## config.mk

```make
export PLATFORM = sky130hd
export DESIGN_NAME = frame_sequencer
export DESIGN_NICKNAME = d
export VERILOG_FILES = /design/src/rtl/raster_pkg.sv /design/src/rtl/angle_wrap.sv /design/src/rtl/frame_sequencer.sv
export SDC_FILE = /design/constraint.sdc
export NUM_CORES = 1
export LEC_CHECK = 0
export CAP_MARGIN = 20
export CORE_MARGIN = 5
export CORE_UTILIZATION = 50
export CTS_CLUSTER_DIAMETER = 30
export DETAILED_ROUTE_END_ITERATION = 16
export PLACE_DENSITY_LB_ADDON = 0.08
export SLEW_MARGIN = 20
export SYNTH_ARGS = -nofsm -noshare
export SYNTH_HDL_FRONTEND = slang
export SYNTH_SLANG_ARGS = --single-unit
```

## constraint.sdc

```tcl
create_clock -name clk_pix -period 3.12 [get_ports clk_pix]
set_clock_uncertainty 0.05 [all_clocks]
set_input_delay 0.468 -clock clk_pix [delete_from_list [all_inputs] [get_ports clk_pix]]
set_output_delay 0.468 -clock clk_pix [all_outputs]
set_load 0.01 [all_outputs]
```

## src/rtl/raster_pkg.sv

```systemverilog
// rtl/raster_pkg.sv - shared widths, angle modulus and FSM encoding for the frame sequencer
package raster_pkg;

  localparam int ANGLE_W   = 9;
  localparam int ANGLE_MOD = 360;
  localparam int COORD_W   = 10;

  typedef enum logic {
    IDLE = 1'b0,
    BUSY = 1'b1
  } seq_state_t;

endpackage

```

## src/rtl/angle_wrap.sv

```systemverilog
// rtl/angle_wrap.sv - combinational (angle + step) mod ANGLE_MOD
module angle_wrap #(
  parameter int ANGLE_W   = raster_pkg::ANGLE_W,
  parameter int ANGLE_MOD = raster_pkg::ANGLE_MOD
) (
  input  logic [ANGLE_W-1:0] angle,
  input  logic [2:0]         step,
  output logic [ANGLE_W-1:0] angle_next
);

  localparam logic [ANGLE_W:0] MOD_EXT = (ANGLE_W + 1)'(ANGLE_MOD);

  logic [ANGLE_W:0] sum;

  // One extra bit keeps the carry so a single conditional subtract wraps correctly.
  always_comb begin
    sum        = {1'b0, angle} + {{(ANGLE_W - 2){1'b0}}, step};
    angle_next = (sum >= MOD_EXT) ? ANGLE_W'(sum - MOD_EXT) : sum[ANGLE_W-1:0];
  end

endmodule

```

## src/rtl/frame_sequencer.sv

```systemverilog
// rtl/frame_sequencer.sv - per-frame vertex-shader job launcher with double-buffered rasterizer vertices
module frame_sequencer #(
  parameter int ANGLE_W   = raster_pkg::ANGLE_W,
  parameter int ANGLE_MOD = raster_pkg::ANGLE_MOD,
  parameter int COORD_W   = raster_pkg::COORD_W,
  parameter bit VSYNC_POL = 1'b0,
  parameter int CNT_W     = 16
) (
  input  logic               clk_pix,
  input  logic               resetn,
  input  logic               vsync,
  input  logic               run,
  input  logic [2:0]         angle_step,
  input  logic               clr_overrun,
  output logic [ANGLE_W-1:0] vs_angle,
  output logic               vs_start,
  input  logic               vs_done,
  input  logic [COORD_W-1:0] vs_ax,
  input  logic [COORD_W-1:0] vs_ay,
  input  logic [COORD_W-1:0] vs_bx,
  input  logic [COORD_W-1:0] vs_by,
  input  logic [COORD_W-1:0] vs_cx,
  input  logic [COORD_W-1:0] vs_cy,
  output logic [COORD_W-1:0] ax,
  output logic [COORD_W-1:0] ay,
  output logic [COORD_W-1:0] bx,
  output logic [COORD_W-1:0] by,
  output logic [COORD_W-1:0] cx,
  output logic [COORD_W-1:0] cy,
  output logic [CNT_W-1:0]   frame_cnt,
  output logic               overrun
);

  typedef logic [5:0][COORD_W-1:0] tri_t;

  raster_pkg::seq_state_t state;
  logic                   vsync_d;
  logic                   vsync_edge;
  logic                   shadow_valid;
  tri_t                   shadow;
  tri_t                   front;
  tri_t                   vs_tri;
  logic [ANGLE_W-1:0]     angle_next;

  assign vsync_edge = (vsync == VSYNC_POL) && (vsync_d != VSYNC_POL);
  assign vs_tri     = {vs_ax, vs_ay, vs_bx, vs_by, vs_cx, vs_cy};
  assign {ax, ay, bx, by, cx, cy} = front;

  angle_wrap #(
    .ANGLE_W  (ANGLE_W),
    .ANGLE_MOD(ANGLE_MOD)
  ) u_angle_wrap (
    .angle     (vs_angle),
    .step      (angle_step),
    .angle_next(angle_next)
  );

  always_ff @(posedge clk_pix) begin
    if (!resetn) begin
      // vsync_d resets to the active level so no edge can be seen before vsync goes inactive.
      vsync_d      <= VSYNC_POL;
      state        <= raster_pkg::IDLE;
      vs_angle     <= '0;
      vs_start     <= 1'b0;
      shadow       <= '0;
      shadow_valid <= 1'b0;
      front        <= '0;
      frame_cnt    <= '0;
      overrun      <= 1'b0;
    end else begin
      vsync_d  <= vsync;
      vs_start <= 1'b0;
      if (clr_overrun) overrun <= 1'b0;

      case (state)
        raster_pkg::IDLE: begin
          if (vsync_edge) begin
            frame_cnt <= frame_cnt + 1'b1;
            if (shadow_valid) begin
              front        <= shadow;
              shadow_valid <= 1'b0;
            end
            if (run) begin
              vs_angle <= angle_next;
              vs_start <= 1'b1;
              state    <= raster_pkg::BUSY;
            end
          end
        end
        raster_pkg::BUSY: begin
          // A completion landing on the edge is on time and bypasses the shadow.
          if (vs_done && vsync_edge) begin
            front     <= vs_tri;
            frame_cnt <= frame_cnt + 1'b1;
            if (run) begin
              vs_angle <= angle_next;
              vs_start <= 1'b1;
            end else begin
              state <= raster_pkg::IDLE;
            end
          end else if (vs_done) begin
            shadow       <= vs_tri;
            shadow_valid <= 1'b1;
            state        <= raster_pkg::IDLE;
          end else if (vsync_edge) begin
            overrun   <= 1'b1;
            frame_cnt <= frame_cnt + 1'b1;
          end
        end
        default: state <= raster_pkg::IDLE;
      endcase
    end
  end

endmodule

```

After elaboration in Yosys (flattened, before gate mapping)
Index checks and enable logic that the tools add are counted.
{ "classes": {"n_addsub": 3, "order_cmp": 1, "n_eq_ne": 6, "muxes": 29, "bitwise": 3, "n_reduce_logical": 6} }
{ "op_table": {"columns": ["operator", "count"], "rows": [
  ["$mux 60", 3],
  ["$pmux 60 s2", 1],
  ["$mux 16", 3],
  ["$mux 9", 4],
  ["$pmux 16 s2", 1],
  ["$pmux 9 s2", 1],
  ["$add 16x1->16 const B", 1],
  ["$mux 1", 13],
  ["$add 9x3->10", 1],
  ["$ge 10x9->1 const B", 1],
  ["$reduce_and 3->1", 3],
  ["$sub 9x9->9 const B", 1],
  ["$ne 2x2->1 const B", 4],
  ["$pmux 1 s2", 3],
  ["$ne 3x2->1 const B", 1],
  ["$not 1->1", 3],
  ["$logic_and 1x1->1", 2],
  ["$ne 2x1->1 const B", 1],
  ["$reduce_and 2->1", 1]
]} }
{ "totals": {"ff_bits": 150, "inputBits": 69, "wordCells": 67} }

Logic depth before layout (Yosys ltp)
Gate-level depths: netlist (run 1).
{ "depth": {"depth_word": 6, "mapped_depth": 9, "mapped_depth_nobuf": 8} }

Hierarchy
Synthesis (run 1) repeated with hierarchy kept, for this count alone.
{ "unflattened": {"hier_cells": 742, "area_unflattened_um2": 6480.0} }
{ "modules_own_cells": {"columns": ["module", "instances", "cells_per_inst", "area_each_um2"], "rows": [
  ["frame_sequencer", 1, 661, 5874.4],
  ["angle_wrap", 1, 81, 605.6]
]} }

Worst setup path after synthesis (run 1)
No wires, ideal clock.
{ "synth_timing": {"path_type": "input -> register", "startpoint": "input port angle_step[0]", "endpoint": "register vs_angle[4]", "setup_ns": 0.072, "arrival_ns": 2.465, "required_time_ns": 2.998, "slack_ns": 0.534, "cell_stages": 9, "n_path_buf": 1, "path_cell_list": "ha_1 fa_1 a21oi_2 buf_4 o21bai_1 o32ai_2 o211ai_1 mux2i_1 mux2i_1"} }
{ "synth_between": {"elab_chain_cells": 6, "elab_cells_between_ends": 8, "classes_between": "add/sub: 2; order compare: 1; mux: 5"} }
{ "synth_rtl": {"columns": ["element", "line", "text"], "rows": [
  ["start, declared", "frame_sequencer.sv:13", "input logic [2:0] angle_step,"],
  ["$add 9x3->10 *", "angle_wrap.sv:17", "sum = {1'b0, angle} + {{(ANGLE_W - 2){1'b0}}, step};"],
  ["$sub 9x9->9 / $ge 10x9->1 (equally long branches)", "angle_wrap.sv:18", "angle_next = (sum >= MOD_EXT) ? ANGLE_W'(sum - MOD_EXT) : sum[ANGLE_W-1:0];"],
  ["$mux 9 *", "angle_wrap.sv:18", null],
  ["$mux 9 *", "frame_sequencer.sv:83, frame_sequencer.sv:95", null],
  ["$mux 9 (on tied branches)", "frame_sequencer.sv:92, frame_sequencer.sv:77", null],
  ["$pmux 9 s2 *", "frame_sequencer.sv:75", "case (state)"],
  ["end signal, assigned", "frame_sequencer.sv:84", "vs_angle <= angle_next;"],
  ["end signal, assigned", "frame_sequencer.sv:96", "vs_angle <= angle_next;"],
  ["end, declared", "frame_sequencer.sv:15", "output logic [ANGLE_W-1:0] vs_angle,"]
]} }
Every way passes the cells marked *; elsewhere a longest branch is shown, timed or not. The select of a mux whose other input is x is not followed.
A chain may end at the register's enable or synchronous reset.

Final worst setup path (run 1)
{ "layout_timing": {"startpoint": "input port angle_step[0]", "endpoint": "register vs_angle[3]"} }
Same word-level chain as after synthesis.

==> impl_summary.txt, run 1 <==
----------------------------------------------------
[Final layout]
  Ant diodes ... 0
  Area grow syn2layout ... 33.9%
  Share of layout cells above drive strength 1 ... 0.0723
  Post-Layout Cell Count ... 1,061
  Final Instance Area ... 9150 µm²
  # nets final ... 946
  Fillers ... 1,108

[Pwr]
  Part of the total power dissipated in sequential elements ... 0.442
  Design internal power ... 3.48 mW
  Clock share of power ... 0.500
  Share of total power consumed by net switching ... 0.210
  Leakage power ... 3.79 nW
  Power dissipated by switching net loads ... 0.924 mW
  Power per cell area ... 481 nW/µm²
  Highest ir drop seen on vdd ... 0.000352 V
  Proportion of power drawn by combinational gates ... 0.059

[Yosys]
  Cell taking the most area after synthesis ... sky130_fd_sc_hd__dfxtp_1
  Async set or reset register ratio after synthesis ... 0
  Count of warnings emitted by yosys ... 0
  Post-synthesis cell type count ... 58
  Post-synthesis instance area ... 6840 µm²
  Portion of the post-synthesis area used by sequential elements ... 0.439
  Area share of the leading cell type in the synthesized netlist ... 0.439
  Syn nets ... 818
  Prevailing post-synth register cell ... sky130_fd_sc_hd__dfxtp_1
  Top cell types by occurrence after synthesis ... sky130_fd_sc_hd__nand2_1 (211), sky130_fd_sc_hd__dfxtp_1 (150), sky130_fd_sc_hd__a21boi_0 (67)
  Dominant cells by area after synthesis ... sky130_fd_sc_hd__dfxtp_1 (44%), sky130_fd_sc_hd__nand2_1 (12%), sky130_fd_sc_hd__mux2i_1 (9.7%)
  Most numerous cell in the Yosys netlist ... sky130_fd_sc_hd__nand2_1
  Synth Instances ... 744
  Post-synthesis sequential element count ... 150
  Post-Synthesis Mean Instance Area ... 9.19 µm²
  Count of flip-flops with a built-in enable after synthesis ... 0

[Run status]
  Status ... finished clean

[Floorplanning]
  Number of top-level pins ... 156
  Die area ... 16,100 µm²
  Row Count ... 42
  Core area ... 13,300 µm²
  Effective utilization at floorplan ... 0.512
  Width of the die ... 127 µm
  Vertical extent of the die ... 127 µm

[Setup path]
  Startpoint of the worst setup timing path ... angle_step[0]
  Required time of the critical path ... 3.39 ns
  Kind of start point of the critical path ... primary input
  Worst endpoint data arrival time ... 2.90 ns
  Launching point of the worst reg2reg path ... vs_angle[0]
  Critical path class ... primary input to register
  Crit end category ... register
  Biggest fanout along the worst timing path ... 5

[Place]
  Placer's final routability congestion estimate ... 0.836
  Port bufs ... 155
  Cell total after placement ... 1,029
  Dpl cell area ... 8510 µm²
  Final HPWL DP ... 11,200 µm

[Route]
  Final Routed Wirelength ... 16,800 µm
  Vias per Instance ... 5.38
  Overall via count from detail_route ... 5,711
  Initial DRC Count ... 291
  DR WL/cell ... 15.8 µm
  TritonRoute pass-1 iters ... 5
  DRC ... 0
  Post-DRT Antenna Nets ... 0

[Clock tree]
  # clock sinks ... 150
  Clock transition at the register clock pins on the worst setup and hold paths after CTS ... 0.06 ns
  Number of H-tree levels ... 4
  Number of CTS-inserted buffers ... 17
  Root buffer cell ... sky130_fd_sc_hd__clkbuf_16
  Clock Tree Buf Depth ... 2
  CTS tree ... built
  Number of setup buffers added after CTS ... 0
  Cts repair resizes ... 0
  CTS Hold Buffers Added ... 0
  Clock network latency to the later pin of the worst-skew pair ... 0.42 ns

[Job]
  Max-cap violation count ... 0

[GRT]
  Total global routing track utilization ... 0.209
  Grt ovf ... 0
  Maximum number of pins on one net before global-route repair ... 83
  First-pass GRT wire length ... 27,700 µm
  Number of global-route vias before repair ... 5,588
  Antenna violations before repair ... 0

[Timing]
  Final critical-path required period ... 2.62 ns
  Share of the clock period used by the worst path ... 0.841
  Final Setup Violations ... 0
  Pin slew with the least headroom to its limit ... 0.693 ns
  RSZ-0062 raised after global routing ... false
  Total count of hold-check failures in the final report ... 0
  Tightest slew margin relative to the limit ... 0.538
  Total Negative Setup Slacks ... 0 ns
  Achievable Freq ... 0.381 GHz
  Slew Viols, Final ... 0

[Min path]
  Hold path start ... shadow[25]
  Worst hold-check path type ... register to register

----------------------------------------------------
-- worst paths after layout --
kind	end	slack, ns	depth (start not counted)
max	vs_angle[3]	0.50	10
min	shadow[25]	0.41	2
max reg2reg	vs_angle[3]	0.65	9
min reg2reg	shadow[25]	0.41	2
-- placed cells by master (no fill, tap or decap), types with 6 or more instances in the layout --
master,n
sky130_fd_sc_hd__a21boi_0,67
sky130_fd_sc_hd__and2_1,15
sky130_fd_sc_hd__and3_1,6
sky130_fd_sc_hd__buf_4,11
sky130_fd_sc_hd__clkbuf_16,17
sky130_fd_sc_hd__clkdlybuf4s50_1,154
sky130_fd_sc_hd__dfxtp_1,149
sky130_fd_sc_hd__mux2i_1,66
sky130_fd_sc_hd__nand2_1,211
sky130_fd_sc_hd__nand3_1,11
sky130_fd_sc_hd__o211a_1,63
sky130_fd_sc_hd__o21ai_0,7
sky130_fd_sc_hd__xnor2_1,12
-- routing by layer --
metal / routed length (µm) / vias to the layer above / GRT usage
li1: - / 2833 / -
met1: 7590 / 2731 / 0.268
met2: 8050 / 127 / 0.337
met3: 849 / 20 / 0.0605
met4: 274 / 0 / 0.0763
met5: 0 / - / 0
-- critical path, stage by stage --
cell and delay, ns:
sky130_fd_sc_hd__clkdlybuf4s50_1 0.41, sky130_fd_sc_hd__ha_1 0.26, sky130_fd_sc_hd__fa_1 0.49, sky130_fd_sc_hd__a21oi_2 0.23, sky130_fd_sc_hd__o21bai_1 0.12, sky130_fd_sc_hd__o32ai_2 0.30, sky130_fd_sc_hd__buf_4 0.19, sky130_fd_sc_hd__o21bai_4 0.05
sky130_fd_sc_hd__mux2_4 0.30, sky130_fd_sc_hd__o311ai_2 0.07
-- cell type report --
class,instances,area [µm²],share of cell area
Clock buffer,21,470,0.0514
Clock inverter,11,171,0.0187
Inverter,3,11.3,0.00123
Multi-Input combinational cell,532,3590,0.392
Sequential cell,150,3010,0.328
Tap cell,176,220,0.0241
Timing Repair Buffer,168,1680,0.184
-- state kept, by name, indices dropped and copies added, names as in the netlist --
signal,cells
bx,10
overrun,1
frame_cnt,16
shadow_valid,1
vs_start,1
by,10
shadow,60
state,1
vsync_d,1
cx,10
cy,10
ay,10
ax,10
vs_angle,9
-- cell families after synthesis --
| group | synth area share |
|---|---|
| fa+ha+maj | 0.0102 |
| mux | 0.0988 |
| simple gates | 0.178 |
| compound gates | 0.215 |
| buf+inv | 0.0392 |
| flops | 0.439 |
| xor+xnor | 0.0192 |
-- power groups by stage --
| stage | Combinational (mW) | Sequential (mW) | Clock, mW |
|---|---|---|---|
| finish | 0.258 | 1.95 | 2.20 |
| global route | 0.280 | 1.95 | 2.34 |
| CTS | 0.260 | 1.95 | 2.24 |
| detailed placement | 0.258 | 1.99 | 0 |
| global placement | 0.254 | 1.99 | 0 |
| floorplan | 0.118 | 1.99 | 0 |
-- stage by stage --
stage / util / setup WS, ns / hold slack, ns / total power [mW]
2_1_floorplan: - / 0.534 / 0.393 / 2.10
3_3_place_gp: 0.638 / 0.112 / 0.398 / 2.24
3_5_place_dp: 0.638 / 0.0767 / 0.406 / 2.25
4_1_cts: 0.686 / 0.509 / 0.414 / 4.44
5_1_grt: 0.686 / 0.357 / 0.430 / 4.57
6_report: 0.686 / 0.496 / 0.411 / 4.41
No activity file was read; power rests on OpenSTA's default activity.
==> run 2: changes to the inputs <==
- clock period: 3.12 -> 2.5 ns (I/O delays scaled with it)
==> impl_summary.txt, run 2 (synthesized netlist as in run 1, its figures left out) <==
----------------------------------------------------
[Route]
  DRC ... 0
  Overall via count from detail_route ... 5,799
  Met2 wirelength from detailed routing ... 8220 µm
  Vias per Instance ... 5.39
  Initial DRC Count ... 378
  Met3 Wirelength ... 1010 µm
  Post-DRT Antenna Nets ... 0
  Final Routed Wirelength ... 16,900 µm
  TritonRoute pass-1 iters ... 4
  Highest routing layer actually used ... met4
  Wl on met1 ... 7480 µm
  DR WL/cell ... 15.7 µm

[Floorplanning]
  Width of the die ... 127 µm
  Effective utilization at floorplan ... 0.512
  Core area ... 13,300 µm²
  Die area ... 16,100 µm²
  Vertical extent of the die ... 127 µm
  Number of top-level pins ... 156
  Row Count ... 42

[Clock tree]
  Number of CTS-inserted buffers ... 17
  Clock Tree Buf Depth ... 2
  # clock sinks ... 150
  Clock transition at the register clock pins on the worst setup and hold paths after CTS ... 0.06 ns
  CTS tree ... built
  Root buffer cell ... sky130_fd_sc_hd__clkbuf_16
  Clock network latency to the later pin of the worst-skew pair ... 0.42 ns
  Number of H-tree levels ... 4

[Setup path]
  Reg2Reg Setup Slack ... 0.15 ns
  Launching point of the worst reg2reg path ... vs_angle[1]
  Required time of the critical path ... 2.80 ns
  Startpoint of the worst setup timing path ... angle_step[1]
  Crit end category ... register
  Biggest fanout along the worst timing path ... 4
  R2r endpoint ... vs_angle[5]
  Kind of start point of the critical path ... primary input
  Critical path class ... primary input to register
  Worst endpoint data arrival time ... 2.72 ns
  Length in cells of the worst reg-to-reg path ... 7

[Final layout]
  Post-Layout Cell Count ... 1,076
  # nets final ... 961
  Largest registers ... shadow (60), frame_cnt (16)
  Fillers ... 1,060
  Final Instance Area ... 9280 µm²
  Share of layout cells above drive strength 1 ... 0.0900
  Number of flip-flops under the largest register name ... 60
  Ant diodes ... 0
  Commonest non-fill, non-tap cell in the layout ... sky130_fd_sc_hd__nand2_1
  Most frequent cells in the layout ... sky130_fd_sc_hd__nand2_1 (211), sky130_fd_sc_hd__clkdlybuf4s50_1 (154), sky130_fd_sc_hd__dfxtp_1 (149), sky130_fd_sc_hd__a21boi_0 (67), sky130_fd_sc_hd__mux2i_1 (66)
  Area grow syn2layout ... 35.8%
  Final standard cell utilization of the core ... 0.696
  Register bank with the most flops ... shadow

[Min path]
  Cell depth of the worst hold path ... 2
  Hold path endpoint ... ax[0]
  Hold path start ... resetn
  Worst hold-check path type ... primary input to register

[Timing]
  Final critical-path required period ... 2.42 ns
  Tightest slew margin relative to the limit ... 0.524
  Share of the clock period used by the worst path ... 0.968
  Achievable Freq ... 0.413 GHz
  Slew Viols, Final ... 0
  Total count of hold-check failures in the final report ... 0
  Final Setup Violations ... 0
  Pin slew with the least headroom to its limit ... 0.714 ns
  Hold slack final ... 0.362 ns
  RSZ-0062 raised after global routing ... false

[Place]
  Final HPWL DP ... 11,300 µm
  Port bufs ... 155
  Placer's final routability congestion estimate ... 0.848
  Dpl cell area ... 8640 µm²
  Cell total after placement ... 1,043

[Run status]
  Status ... finished clean

[GRT]
  First-pass GRT wire length ... 28,400 µm
  Antenna violations before repair ... 0
  Maximum number of pins on one net before global-route repair ... 115
  Number of global-route vias before repair ... 5,886
  Grt ovf ... 0
  Total global routing track utilization ... 0.212

[Pwr]
  Leakage power ... 3.86 nW
  Power per cell area ... 586 nW/µm²
  Highest ir drop seen on vdd ... 0.000502 V

[Job]
  Max-cap violation count ... 0

----------------------------------------------------
run 2: critical path: stages:
cell                              delay (ns)
sky130_fd_sc_hd__clkdlybuf4s50_1        0.46
sky130_fd_sc_hd__ha_1                   0.36
sky130_fd_sc_hd__a21o_4                 0.25
sky130_fd_sc_hd__a2111oi_4              0.37
sky130_fd_sc_hd__o32ai_2                0.19
sky130_fd_sc_hd__o211ai_1               0.25
sky130_fd_sc_hd__mux2i_1                0.26
sky130_fd_sc_hd__mux2i_1                0.19
run 2: final cells by class:
cell class,instances,area [µm²],area share
inverter,3,11.3,0.00121
timing repair buffer,183,1820,0.196
clock buffer,19,453,0.0488
clock inverter,13,171,0.0185
tap,176,220,0.0237
sequential,150,3010,0.324
multi-input combinational,532,3600,0.388
run 2: through the flow:
stage / TNS, ns / worst slack, ns / power (mW)
final: 0 / 0.0801 / 5.44
after CTS: 0 / 0.0208 / 5.49
after detailed placement: -1.92 / -0.473 / 2.81
after global placement: -1.71 / -0.420 / 2.81
after global routing: 0 / 0.0223 / 5.64
after floorplan: 0 / 0.00685 / 2.63
run 2: worst max-delay path by stage:
stage                        to  slack, ns  cells past startpoint
finish              vs_angle[5]       0.08                      8
global route        vs_angle[3]       0.02                     10
CTS                 vs_angle[3]       0.02                     10
detailed placement  vs_angle[3]      -0.47                     10
global placement    vs_angle[3]      -0.42                     10
floorplan           vs_angle[4]      0.007                      9
run 2: what timing repair did:
item	in CTS	in global routing
hold buffers	0	0
setup buffers	1	0
setup endpoints to repair	1	3
pin swaps	1	3
resized for setup	1	1
run 2: layer usage:
metal / vias to the layer above / global-route usage
met4: 0 / 0.0606
met2: 124 / 0.358
met5: - / 0
met1: 2782 / 0.261
met3: 18 / 0.0656
li1: 2875 / -
run 2: power breakdown:
part | internal (mW) | leakage, nW | total, mW | switching (mW)
Sequential | 2.41 | 1.21 | 2.43 | 0.0191
Combinational | 0.190 | 2.35 | 0.334 | 0.144
Clock | 1.64 | 0.305 | 2.68 | 1.04
Total | 4.24 | 3.86 | 5.44 | 1.20
==> run 3: changes to the inputs <==
- SYNTH_HIERARCHICAL: unset -> 1
- clock period: 2.5 -> 3.1 ns (I/O delays scaled with it)
==> impl_summary.txt, run 3 <==
----------------------------------------------------
[Run status]
  Status ... finished clean

[Place]
  Port bufs ... 155
  Dpl ws ... -0.384 ns
  Final HPWL DP ... 11,500 µm
  Placer's final routability congestion estimate ... 0.900
  Cell total after placement ... 1,045
  Dpl cell area ... 8280 µm²

[Setup path]
  Kind of start point of the critical path ... primary input
  Crit end category ... register
  Critical path class ... primary input to register
  Biggest fanout along the worst timing path ... 7
  Required time of the critical path ... 3.35 ns
  Worst endpoint data arrival time ... 3.21 ns

[Job]
  Max-cap violation count ... 0

[Route]
  Final Routed Wirelength ... 16,800 µm
  Vias per Instance ... 5.39
  DRC ... 0
  Post-DRT Antenna Nets ... 0
  TritonRoute pass-1 iters ... 6
  DR WL/cell ... 15.6 µm
  Overall via count from detail_route ... 5,810
  Initial DRC Count ... 400

[Timing]
  Final Setup Violations ... 0
  Worst-case setup margin in the final layout ... 0.143 ns
  Slew Viols, Final ... 0
  Total count of hold-check failures in the final report ... 0
  Total Negative Setup Slacks ... 0 ns
  Final critical-path required period ... 2.96 ns
  Pin slew with the least headroom to its limit ... 0.640 ns
  Tightest slew margin relative to the limit ... 0.574
  Achievable Freq ... 0.338 GHz
  Share of the clock period used by the worst path ... 0.954

[Clock tree]
  Clock transition at the register clock pins on the worst setup and hold paths after CTS ... 0.06 ns
  Number of setup buffers added after CTS ... 0
  # clock sinks ... 150
  CTS tree ... built
  Clock network latency to the later pin of the worst-skew pair ... 0.41 ns
  Number of H-tree levels ... 4
  Number of CTS-inserted buffers ... 17
  Root buffer cell ... sky130_fd_sc_hd__clkbuf_16
  Clock Tree Buf Depth ... 2

[Yosys]
  Cell taking the most area after synthesis ... sky130_fd_sc_hd__dfxtp_1
  Post-Synth Adder-Cell Area ... 0.0108
  Dominant cells by area after synthesis ... sky130_fd_sc_hd__dfxtp_1 (46%), sky130_fd_sc_hd__mux2i_1 (11%), sky130_fd_sc_hd__nand2_1 (7.9%)
  Post-synthesis instance area ... 6480 µm²
  Compound-cell area share of the yosys netlist ... 0.164
  Portion of the post-synthesis area used by sequential elements ... 0.463
  Basic-gate share of the synthesized area counting and, or, nand and nor cells ... 0.187
  Largest family of logic cells by synthesized area ... simple AND/OR/NAND/NOR gates
  Post-synthesis cell type count ... 58
  Post-Synthesis Mean Instance Area ... 8.73 µm²
  Xor and xnor area share after synthesis ... 0.0243
  Synth Instances ... 742
  Multiplexer fraction of the synthesized cell area ... 0.108
  Count of warnings emitted by yosys ... 6
  Async set or reset register ratio after synthesis ... 0
  Prevailing post-synth register cell ... sky130_fd_sc_hd__dfxtp_1
  Top cell types by occurrence after synthesis ... sky130_fd_sc_hd__dfxtp_1 (150), sky130_fd_sc_hd__nand2_1 (136), sky130_fd_sc_hd__nor2_1 (89)
  Syn nets ... 816
  Area share of the leading cell type in the synthesized netlist ... 0.463
  Post-synthesis sequential element count ... 150
  Most numerous cell in the Yosys netlist ... sky130_fd_sc_hd__dfxtp_1
  Count of flip-flops with a built-in enable after synthesis ... 0

[Floorplanning]
  Width of the die ... 124 µm
  Vertical extent of the die ... 124 µm
  Effective utilization at floorplan ... 0.511
  Number of top-level pins ... 156
  Core area ... 12,700 µm²
  Die area ... 15,300 µm²
  Row Count ... 41

[Final layout]
  Fillers ... 1,050
  Most frequent cells in the layout ... sky130_fd_sc_hd__clkdlybuf4s50_1 (155), sky130_fd_sc_hd__dfxtp_1 (149), sky130_fd_sc_hd__nand2_1 (136), sky130_fd_sc_hd__nor2_1 (88), sky130_fd_sc_hd__a21oi_1 (74)
  Post-Layout Cell Count ... 1,077
  Area grow syn2layout ... 36.6%
  # nets final ... 966
  Final Instance Area ... 8850 µm²
  Share of layout cells above drive strength 1 ... 0.0917
  Register bank with the most flops ... shadow
  Largest registers ... shadow (60), frame_cnt (16)
  Ant diodes ... 0
  Number of flip-flops under the largest register name ... 60
  Commonest non-fill, non-tap cell in the layout ... sky130_fd_sc_hd__clkdlybuf4s50_1

[Pwr]
  Highest ir drop seen on vdd ... 0.000250 V
  Leakage power ... 2.81 nW
  Tot Pwr ... 4.16 mW
  Power per cell area ... 470 nW/µm²

[GRT]
  Total global routing track utilization ... 0.221
  Grt ovf ... 0
  Number of global-route vias before repair ... 5,543
  First-pass GRT wire length ... 26,800 µm
  Maximum number of pins on one net before global-route repair ... 79
  Antenna violations before repair ... 0

[Min path]
  Worst hold-check path type ... register to register

----------------------------------------------------
[run 3: cell count changes in the layout (fill, tap and decap cells not counted), moves of 12 or more]
cell,previous run,this run
sky130_fd_sc_hd__nor2_1,5,88
sky130_fd_sc_hd__a21boi_0,67,1
sky130_fd_sc_hd__a21oi_1,1,74
sky130_fd_sc_hd__and2_1,15,3
sky130_fd_sc_hd__nand2_1,211,136
sky130_fd_sc_hd__a211oi_1,1,60
sky130_fd_sc_hd__o211a_1,63,0
[run 3: critical path: stages]
cell,delay (ns)
sky130_fd_sc_hd__clkdlybuf4s50_1,0.41
sky130_fd_sc_hd__ha_1,0.21
sky130_fd_sc_hd__fa_2,0.41
sky130_fd_sc_hd__or4_1,0.57
sky130_fd_sc_hd__a221o_1,0.37
sky130_fd_sc_hd__and3_4,0.21
sky130_fd_sc_hd__a311oi_2,0.26
sky130_fd_sc_hd__xnor2_1,0.10
sky130_fd_sc_hd__mux2i_1,0.15
sky130_fd_sc_hd__nor2_1,0.05
[run 3: per-layer routing]
metal  track usage  share of wire  wire (µm)
met5             0              0          0
met4        0.0796          0.012        208
met3        0.0672          0.074       1250
met2         0.366           0.48       8040
met1         0.270           0.44       7350
[run 3: kinds of logic (layout without fill, tap and decap cells)]
logic type,after synthesis,count (layout)
flops,150,150
compound gates,164,164
xor+xnor,18,18
simple gates,277,277
mux,70,70
buf+inv,58,221
fa+ha+maj,5,5
[run 3: layout make-up]
type | instances | area (µm²) | area share
Multi-Input combinational cell | 534 | 3240 | 0.366
Inverter | 5 | 21.3 | 0.00240
Sequential cell | 150 | 3010 | 0.340
Clock inverter | 13 | 131 | 0.0148
Timing Repair Buffer | 184 | 1810 | 0.204
Tap cell | 172 | 215 | 0.0243
Clock buffer | 19 | 433 | 0.0489
[run 3: metrics by stage]
step | util | hold slack [ns]
finish | 0.699 | 0.403
global route | 0.699 | 0.420
CTS | 0.698 | 0.404
detailed placement | 0.653 | 0.396
global placement | 0.653 | 0.391
floorplan | - | 0.386
[run 3: final timing paths]
path / start / to / slack (ns) / depth (start not counted)
min: shadow[6] / shadow[6] / 0.40 / 2
min reg2reg: shadow[6] / shadow[6] / 0.40 / 2
max reg2reg: vs_angle[0] / vs_angle[5] / 0.26 / 9
max: angle_step[0] / vs_angle[5] / 0.14 / 10
[run 3: power by group]
part / switching, mW / internal [mW] / total [mW]
logic: 0.111 / 0.133 / 0.244
registers: 0.0139 / 1.94 / 1.96
clock network: 0.777 / 1.18 / 1.96
[run 3: repair_timing]
action	CTS	global route
setup endpoints to repair	0	6
hold buffers	0	0
gates resized for setup	0	3
==> patch: new RTL, flow settings as in run 2 <==
Register the input `clr_overrun` before use, without a reset. The logic sees it one clock later. The other inputs are not delayed to match.
--- a/src/rtl/frame_sequencer.sv
+++ b/src/rtl/frame_sequencer.sv
@@ -32,6 +32,12 @@
 );
 
   typedef logic [5:0][COORD_W-1:0] tri_t;
+
+  logic clr_overrun_q;
+
+  always_ff @(posedge clk_pix) begin
+    clr_overrun_q <= clr_overrun;
+  end
 
   raster_pkg::seq_state_t state;
   logic                   vsync_d;
@@ -70,7 +76,7 @@
     end else begin
       vsync_d  <= vsync;
       vs_start <= 1'b0;
-      if (clr_overrun) overrun <= 1'b0;
+      if (clr_overrun_q) overrun <= 1'b0;
 
       case (state)
         raster_pkg::IDLE: begin
Behaviour: not the same (a bounded check fails within 10 cycles, from zero or initial values and one cycle with resetn low).
==> patch against run 2 <==
Die area is 0.28% higher. Hold slack worse by 0.0083 ns. Sequential cell count is 1 higher. Final cell count is 0.28% higher. Utilization is 0.67 points higher. Synthesized area is 0.29% higher. Total power is 1.2% higher. Final area is 0.96% higher. Setup slack better by 0.0091 ns. Wire length is 0.53% higher. Synthesized cell count is 0.13% higher.
==> patch: results (changes against run 2) <==
Outcome
  • Status: completed

Layout
  • Register area: 3030 um^2 (+0.67%)
  • CLK BUF: 21 (+2)
  • Number of non-clock buffers: 185 (+1.1%)
  • Multi-input gate area: 3650 um^2 (+1.4%)
  • Layout cells sized above 1: 0.0963 (+0.00635)
  • Fillers: 1065 (+0.47%)
  • Fin nets: 964 (+0.31%)
  • Clock network share of area: 0.0671 (-0.000103)
  • Buffering overhead: 0.196 (-0.000525)

Global routing
  • First-pass GRT wire length: 27.8 mm (-1.9%)
  • Vias in the first global route: 5721 (-2.8%)
  • Pin count of the biggest net entering global routing: 87 (-24%)

Synth
  • Seq/Total Area, Yosys: 0.441 (+0.00164)
  • Synth Net Count: 819 (+0.12%)
  • Compound-Gate Fraction of Synth Area: 0.214 (-0.000627)
  • XOR/XNOR Fraction of Synth Area: 0.0192 (-0.0000561)
  • Top cells by area, synth: dfxtp_1 44%, nand2_1 12%, mux2i_1 9.6%
  • Post-synth top cells: 211 x nand2_1, 151 x dfxtp_1, 67 x a21boi_0, 66 x mux2i_1, 63 x o211a_1
  • Cells after Synth: 745 (+0.13%)
  • Post-synthesis adder-cell area fraction: 0.0102 (-0.0000299)
  • Mux cell area share after synthesis: 0.0985 (-0.000289)

Power and ir drop
  • Worst VDD drop: 0.713 mV (+42%)
  • Pleak: 0.00389 uW (+0.75%)

Placed design
  • Placed instance count: 1045 (+0.19%)
  • Final GP Congestion: 0.890 (+4.9%)

Clock network
  • CTS Sinks: 151 (+0.67%)

Route
  • DR vias: 5762 (-0.64%)
  • 1st-iter DRT viols: 290 (-23%)
  • Routed wire length: 17.0 mm (+0.53%)

Timing
  • Hold_ws: 0.354 ns (-0.00830 ns)
  • Worst slew pin tran: 0.543 ns (-0.171 ns)

Critical path
  • Max incr delay on CP: 0.55 ns (+0.09 ns)
  • Reg-to-Reg Start: vs_angle[0]
  • Crit Path Max Fanout: 3 (-1)
  • Worst R2R Setup Slack: 0.11 ns (-0.04 ns)
  • R2R cell count: 9 (+2)
  • Arrival time worst endpoint: 2.68 ns (-0.04 ns)
  • Setup crit end: vs_angle[3]
  • Top Family by Delay on Critical Path: compound AO/OA/AOI/OAI gates

Worst hold path
  • Hold Crit Endpoint: clr_overrun_q
  • Hold wc startpoint: clr_overrun
==> patch: cell types whose count changed after synthesis, sizes merged <==
cell and change:
dfxtp +1
==> patch: layer usage <==
| layer | vias up | track usage | wire [um] |
|---|---|---|---|
| li1 | 2875 | - | - |
| met1 | 2712 | 0.258 | 7520 |
| met2 | 147 | 0.349 | 8170 |
| met3 | 28 | 0.0614 | 986 |
| met4 | 0 | 0.0833 | 350 |
| met5 | - | 0 | 0 |
==> patch: stage by stage <==
step	cell area, um^2	power [uW]	setup WS [ns]	setup TNS (ns)	util
finish	9370	5500	0.0892	0	0.702
global route	9370	5700	-0.000880	-0.000880	0.702
CTS	9290	5550	0.0540	0	0.696
detailed placement	8660	2830	-0.452	-2.02	0.649
global placement	8660	2830	-0.410	-1.77	0.649
floorplan	6860	2640	0.00685	0	-
==> patch: power breakdown <==
group	internal [uW]	switching [uW]	total, uW
combinational	192	148	341
clock	1730	992	2720
sequential	2430	18.9	2450
total	4350	1160	5500
